--- src/rtl/tlp_hdr_classifier.sv ---
// tlp_hdr_classifier: decodes PCIe TLP header DW0 into a class code, payload
// length and malformed flag, and buffers the decoded entries in a FIFO.
// Optional per-class statistics counters are built when TLP_CLS_STATS_EN is defined.
// Ports:
//   clk, rst (sync, active-high)
//   in_valid/in_ready/in_hdr_dw0      : header input handshake
//   out_valid/out_ready/out_*         : decoded head entry (zeroed when out_valid low)
//   cnt_sel/cnt_clear/cnt_value       : statistics counter readback and clear
module tlp_hdr_classifier #(
  parameter int unsigned FIFO_DEPTH = 4,
  parameter int unsigned CNT_W      = 16
) (
  input  logic             clk,
  input  logic             rst,
  input  logic             in_valid,
  output logic             in_ready,
  input  logic [31:0]      in_hdr_dw0,
  output logic             out_valid,
  input  logic             out_ready,
  output logic [4:0]       out_class,
  output logic             out_has_data,
  output logic             out_hdr_4dw,
  output logic [10:0]      out_len_dw,
  output logic             out_malformed,
  input  logic [4:0]       cnt_sel,
  input  logic             cnt_clear,
  output logic [CNT_W-1:0] cnt_value
);

  localparam int unsigned AW = $clog2(FIFO_DEPTH);
  localparam int unsigned EW = 19;

  logic [2:0]    fmt;
  logic [4:0]    typ;
  logic [4:0]    dec_cls;
  logic [10:0]   dec_len;
  logic          dec_mal;
  logic [EW-1:0] dec_entry;

  logic [AW:0]   wr_ptr_q, wr_ptr_d, rd_ptr_q, rd_ptr_d;
  logic [EW-1:0] mem_q [FIFO_DEPTH];
  logic [EW-1:0] mem_d [FIFO_DEPTH];
  logic [EW-1:0] head;
  logic          full, empty, push, pop;
  logic          unused_bits;

  assign unused_bits = ^in_hdr_dw0[23:10];

  // Header decode, first match wins
  always_comb begin
    fmt     = in_hdr_dw0[31:29];
    typ     = in_hdr_dw0[28:24];
    dec_cls = 5'd31;
    if      ((fmt == 3'b000 || fmt == 3'b001) && typ == 5'b00000) dec_cls = 5'd0;
    else if ((fmt == 3'b000 || fmt == 3'b001) && typ == 5'b00001) dec_cls = 5'd1;
    else if ((fmt == 3'b010 || fmt == 3'b011) && typ == 5'b00000) dec_cls = 5'd2;
    else if (fmt == 3'b000 && typ == 5'b00010)                    dec_cls = 5'd3;
    else if (fmt == 3'b010 && typ == 5'b00010)                    dec_cls = 5'd4;
    else if (fmt == 3'b000 && typ == 5'b00100)                    dec_cls = 5'd5;
    else if (fmt == 3'b010 && typ == 5'b00100)                    dec_cls = 5'd6;
    else if (fmt == 3'b000 && typ == 5'b00101)                    dec_cls = 5'd7;
    else if (fmt == 3'b010 && typ == 5'b00101)                    dec_cls = 5'd8;
    else if (fmt == 3'b001 && typ[4:3] == 2'b10)                  dec_cls = 5'd9;
    else if (fmt == 3'b011 && typ[4:3] == 2'b10)                  dec_cls = 5'd10;
    else if (fmt == 3'b000 && typ == 5'b01010)                    dec_cls = 5'd11;
    else if (fmt == 3'b010 && typ == 5'b01010)                    dec_cls = 5'd12;
    else if (fmt == 3'b000 && typ == 5'b01011)                    dec_cls = 5'd13;
    else if (fmt == 3'b010 && typ == 5'b01011)                    dec_cls = 5'd14;
    else if ((fmt == 3'b010 || fmt == 3'b011) && typ == 5'b01100) dec_cls = 5'd15;
    else if ((fmt == 3'b010 || fmt == 3'b011) && typ == 5'b01101) dec_cls = 5'd16;
    else if ((fmt == 3'b010 || fmt == 3'b011) && typ == 5'b01110) dec_cls = 5'd17;
    else if (fmt == 3'b100)                                       dec_cls = 5'd18;

    // Length field 0 encodes 1024 DW
    dec_len = (in_hdr_dw0[9:0] == 10'd0) ? 11'd1024 : {1'b0, in_hdr_dw0[9:0]};

    dec_mal = 1'b0;
    if (dec_cls == 5'd31)
      dec_mal = 1'b1;
    else if (dec_cls >= 5'd3 && dec_cls <= 5'd8 && dec_len != 11'd1)
      dec_mal = 1'b1;
    else if (dec_cls == 5'd17 && dec_len != 11'd2 && dec_len != 11'd4 && dec_len != 11'd8)
      dec_mal = 1'b1;

    dec_entry = {dec_cls, fmt[1], fmt[0], dec_len, dec_mal};
  end

  // FIFO: extra pointer bit separates full from empty
  assign empty     = (wr_ptr_q == rd_ptr_q);
  assign full      = (wr_ptr_q[AW] != rd_ptr_q[AW]) && (wr_ptr_q[AW-1:0] == rd_ptr_q[AW-1:0]);
  assign in_ready  = ~rst & ~full;
  assign out_valid = ~rst & ~empty;
  assign push      = in_valid & in_ready;
  assign pop       = out_valid & out_ready;

  always_comb begin
    wr_ptr_d = push ? wr_ptr_q + 1'b1 : wr_ptr_q;
    rd_ptr_d = pop  ? rd_ptr_q + 1'b1 : rd_ptr_q;
    mem_d    = mem_q;
    if (push)
      mem_d[wr_ptr_q[AW-1:0]] = dec_entry;
  end

  always_ff @(posedge clk) begin
    if (rst) begin
      wr_ptr_q <= '0;
      rd_ptr_q <= '0;
    end else begin
      wr_ptr_q <= wr_ptr_d;
      rd_ptr_q <= rd_ptr_d;
    end
  end

  always_ff @(posedge clk) begin
    mem_q <= mem_d;
  end

  assign head = out_valid ? mem_q[rd_ptr_q[AW-1:0]] : '0;
  assign {out_class, out_has_data, out_hdr_4dw, out_len_dw, out_malformed} = head;

`ifdef TLP_CLS_STATS_EN
  // Classes 0-18 map to slots 0-18, class 31 to slot 19
  localparam int unsigned NCNT = 20;

  logic [CNT_W-1:0] cnt_q [NCNT];
  logic [CNT_W-1:0] cnt_d [NCNT];
  logic [CNT_W-1:0] cnt_value_q, cnt_value_d;
  logic [4:0]       inc_idx, sel_idx;

  always_comb begin
    inc_idx = (dec_cls == 5'd31) ? 5'd19 : dec_cls;
    sel_idx = (cnt_sel == 5'd31) ? 5'd19 : cnt_sel;
    cnt_d   = cnt_q;
    if (cnt_clear) begin
      for (int unsigned i = 0; i < NCNT; i++)
        cnt_d[i] = '0;
    end else if (push && cnt_q[inc_idx] != '1) begin
      cnt_d[inc_idx] = cnt_q[inc_idx] + CNT_W'(1);
    end
    cnt_value_d = '0;
    if (cnt_sel <= 5'd18 || cnt_sel == 5'd31)
      cnt_value_d = cnt_q[sel_idx];
  end

  always_ff @(posedge clk) begin
    if (rst) begin
      for (int unsigned i = 0; i < NCNT; i++)
        cnt_q[i] <= '0;
      cnt_value_q <= '0;
    end else begin
      cnt_q       <= cnt_d;
      cnt_value_q <= cnt_value_d;
    end
  end

  assign cnt_value = rst ? '0 : cnt_value_q;
`else
  logic unused_cnt;
  assign unused_cnt = ^{cnt_sel, cnt_clear};
  assign cnt_value  = '0;
`endif

endmodule

--- config.mk ---
export PLATFORM = sky130hd
export DESIGN_NAME = tlp_hdr_classifier
export DESIGN_NICKNAME = d
export VERILOG_FILES = /design/src/rtl/tlp_hdr_classifier.sv
export SDC_FILE = /design/constraint.sdc
export NUM_CORES = 1
export LEC_CHECK = 0
export ABC_AREA = 1
export CAP_MARGIN = 20
export CORE_UTILIZATION = 56
export CTS_CLUSTER_DIAMETER = 200
export CTS_CLUSTER_SIZE = 10
export DETAILED_ROUTE_END_ITERATION = 7
export PLACE_DENSITY_LB_ADDON = 0.08
export SLEW_MARGIN = 10
export SYNTH_ARGS = -nofsm -noshare
export SYNTH_HDL_FRONTEND = slang
export SYNTH_SLANG_ARGS = --single-unit
--- constraint.sdc ---
create_clock -name clk -period 5.64 [get_ports clk]
set_input_delay 1.692 -clock clk [delete_from_list [all_inputs] [get_ports clk]]
set_output_delay 1.692 -clock clk [all_outputs]
set_load 0.02 [all_outputs]
==> results.yml <==
outcome:
  outcome: "finished clean"
timing:
  finalSetupViolCount: 0
  finClkSkew_ps: 11.81
  fin_crit_ps: 5171
  rsz0062_at_grt: "no"
  drv_slew: 0
  worst_pin_slew_ps: 1041
  hold_slack_ps: 477.6
  finalHoldViolCount: 0
  setup_tns_ps: 0
  maxSlewHeadroom_pct: 30.35
  fmax_mhz: 193.4
  fin_crit_sh_pct: 91.69
place:
  dp_hpwl_microns: 5132
  port_buffers: 42
  gp_congestion: 0.8891
  placed_cells: 529
hold_path:
  hold_depth: 2
  holdCritStartpoint: "rd_ptr_q[2]"
  hold_class: "reg2reg"
  hold_end: "rd_ptr_q[2]"
synthesis:
  netlist_instances: 408
  ys_seq_area_share_pct: 60.32
  ys.flop_type: "edfxtp_1"
  yosysWarnings: 0
  ys_async_sr_fraction_pct: 0
  synth_seq_cells: 82
  synth_edf_count: 76
  syn_avg_cell_area_sq_um: 9.761
  syn_area_sq_mm: 0.003983
  ys_types: 32
route:
  dr.first_iter.drc_count: 204
  routedWlPerCell_microns: 14.74
  viasPerCell: 5.203
  postRouteAntennaNets: 0
  vias: 2841
  drc: 0
  drt_pre_antenna_iters: 4
  wl_microns: 8046
global_routing:
  grt_overflow: 0
  grt_pass1_vias: 2680
  met3_usage_pct: 4.286
  met2_usage_pct: 37.59
  gr-usage-all-layers_pct: 22.73
  grt_max_degree: 41
  grt_pass1_wl_microns: 12570
  globalRouteMet1Util_pct: 29.45
  busiest_layer: "met2"
  antenna_found_initial: 0
finish:
  fill_cells: 568
  nets: 492
  layout_common_cells: "nor2_1 (96), edfxtp_1 (76), o21ai_0 (42), clkdlybuf4s50_1 (42), nand2_1 (28)"
  layout-drive-gt1-share_pct: 10.89
  area_growth_pct: 16.37
  fin_cells: 546
  final_util_pct: 67.84
  multi_input_area_sq_mm: 0.001282
  regArea_sq_mm: 0.002402
  final_common_cell: "nor2_1"
  antenna_cells: 0
critical_path:
  rr_endpoint: "mem_q[18]"
  reg2reg_from: "rd_ptr_q[0]"
  cp.required_ps: 3950
  worstSetupPathType: "in2out"
  arrival_ps: 3480
  ff2ff_setup_slack_ps: 2360
  start_kind: "primary input"
  cp_max_fo: 21
  cp-end-kind: "primary output"
  reg2reg_depth: 7
clocking:
  cts_max_path_buffers: 2
  hold_buffers: 0
  clockRootBuffer: "clkbuf_8"
  cts_max_level: 3
  cts_tree: "yes"
  cts.repair.resized: 0
  cts_inserted_buffers: 9
  clock_sinks: 82
  clock_latency_ps: 350
  cts_setup_buffers: 0
  clk_pin_slew_worst_paths_ps: 80
floorplan:
  fp.dieArea_sq_mm: 0.007453
  coreArea_sq_mm: 0.006832
  die_h_microns: 86.33
  pin_count: 79
  die_width_microns: 86.33
  initial_core_util_pct: 58.30
  rows: 30
pwr:
  p_total_mw: 1.319
  power.density_mw_per_mm2: 284.5
  p_leak_nw: 1.757
  vdd_drop_max_mv: 0.2395
flow_run:
  cap_viol_max_count: 0
## synth_stat cells, drive strengths merged (2+ instances only)
cell    count  area share (%)
edfxtp     76              57
or2         2            0.31
a21oi      28             4.4
nor4        2            0.31
buf        22             4.0
o21ai      43             5.4
ha          5             1.6
nand2      30             3.0
nor2      100             9.7
nor3        7             1.0
inv        33             3.1
clkbuf     18             1.7
dfxtp       6             3.0
nand3      23             3.1
nand4       6            0.94
## stage by stage
step | area (sq um) | worst slack (ps)
after floorplan | 4039 | 1391
after global placement | 4413 | 454.5
after detailed placement | 4413 | 454.4
after CTS | 4607 | 447.4
after global routing | 4634 | 324.4
final | 4634 | 468.9
## critical path, cell delays in order
cell	delay (ps)
clkdlybuf4s50_1	460
clkinv_1	200
nand2_1	140
buf_4	320
a21oi_1	110
clkdlybuf4s50_1	550
## sequential cells by signal, indices dropped and copies added, names as in the netlist
register	cells
mem_q	76
wr_ptr_q	3
rd_ptr_q	3
## final cells by class
cell class / instances / share of cell area, %
flip-flops and latches: 82 / 51.84
multi-input cells: 267 / 27.67
repair buffers: 51 / 10.96
clock buffers: 10 / 2.754
inverters: 34 / 2.754
well taps: 96 / 2.592
clock inverters: 6 / 1.431
## cell families (layout without fill, tap and decap cells)
logic type / count (synthesis) / count (layout) / synth area share (%)
other: 1 / 16 / 0.09416
buffers and inverters: 74 / 101 / 8.891
AND/OR/NAND/NOR: 172 / 172 / 18.72
XOR/XNOR: 2 / 2 / 0.4399
flip-flops: 82 / 82 / 60.32
AO/OA/AOI/OAI: 72 / 72 / 9.959
adder cells (fa/ha/maj): 5 / 5 / 1.571
## worst max-delay path by stage
| stage | cells past startpoint | to | start |
|---|---|---|---|
| 5_1_grt | 6 | out_len_dw[10] | rst |
| 6_report | 6 | out_len_dw[10] | rst |
| 4_1_cts | 6 | out_len_dw[10] | rst |
| 2_1_floorplan | 5 | out_len_dw[4] | rst |
| 3_3_place_gp | 6 | out_len_dw[10] | rst |
| 3_5_place_dp | 6 | out_len_dw[10] | rst |
## per-layer routing
metal | vias to the layer above | routed length, microns
li1 | 1420 | -
met1 | 1309 | 3405
met2 | 103 | 3959
met3 | 9 | 589
met4 | 0 | 92
met5 | - | 0
## where the power goes
part / switching [mW] / internal (mW)
clock: 0.212 / 0.205
combinational: 0.131 / 0.0794
sequential: 0.0100 / 0.681
total: 0.353 / 0.966
Note: power is estimated with default switching activity, not from simulation.
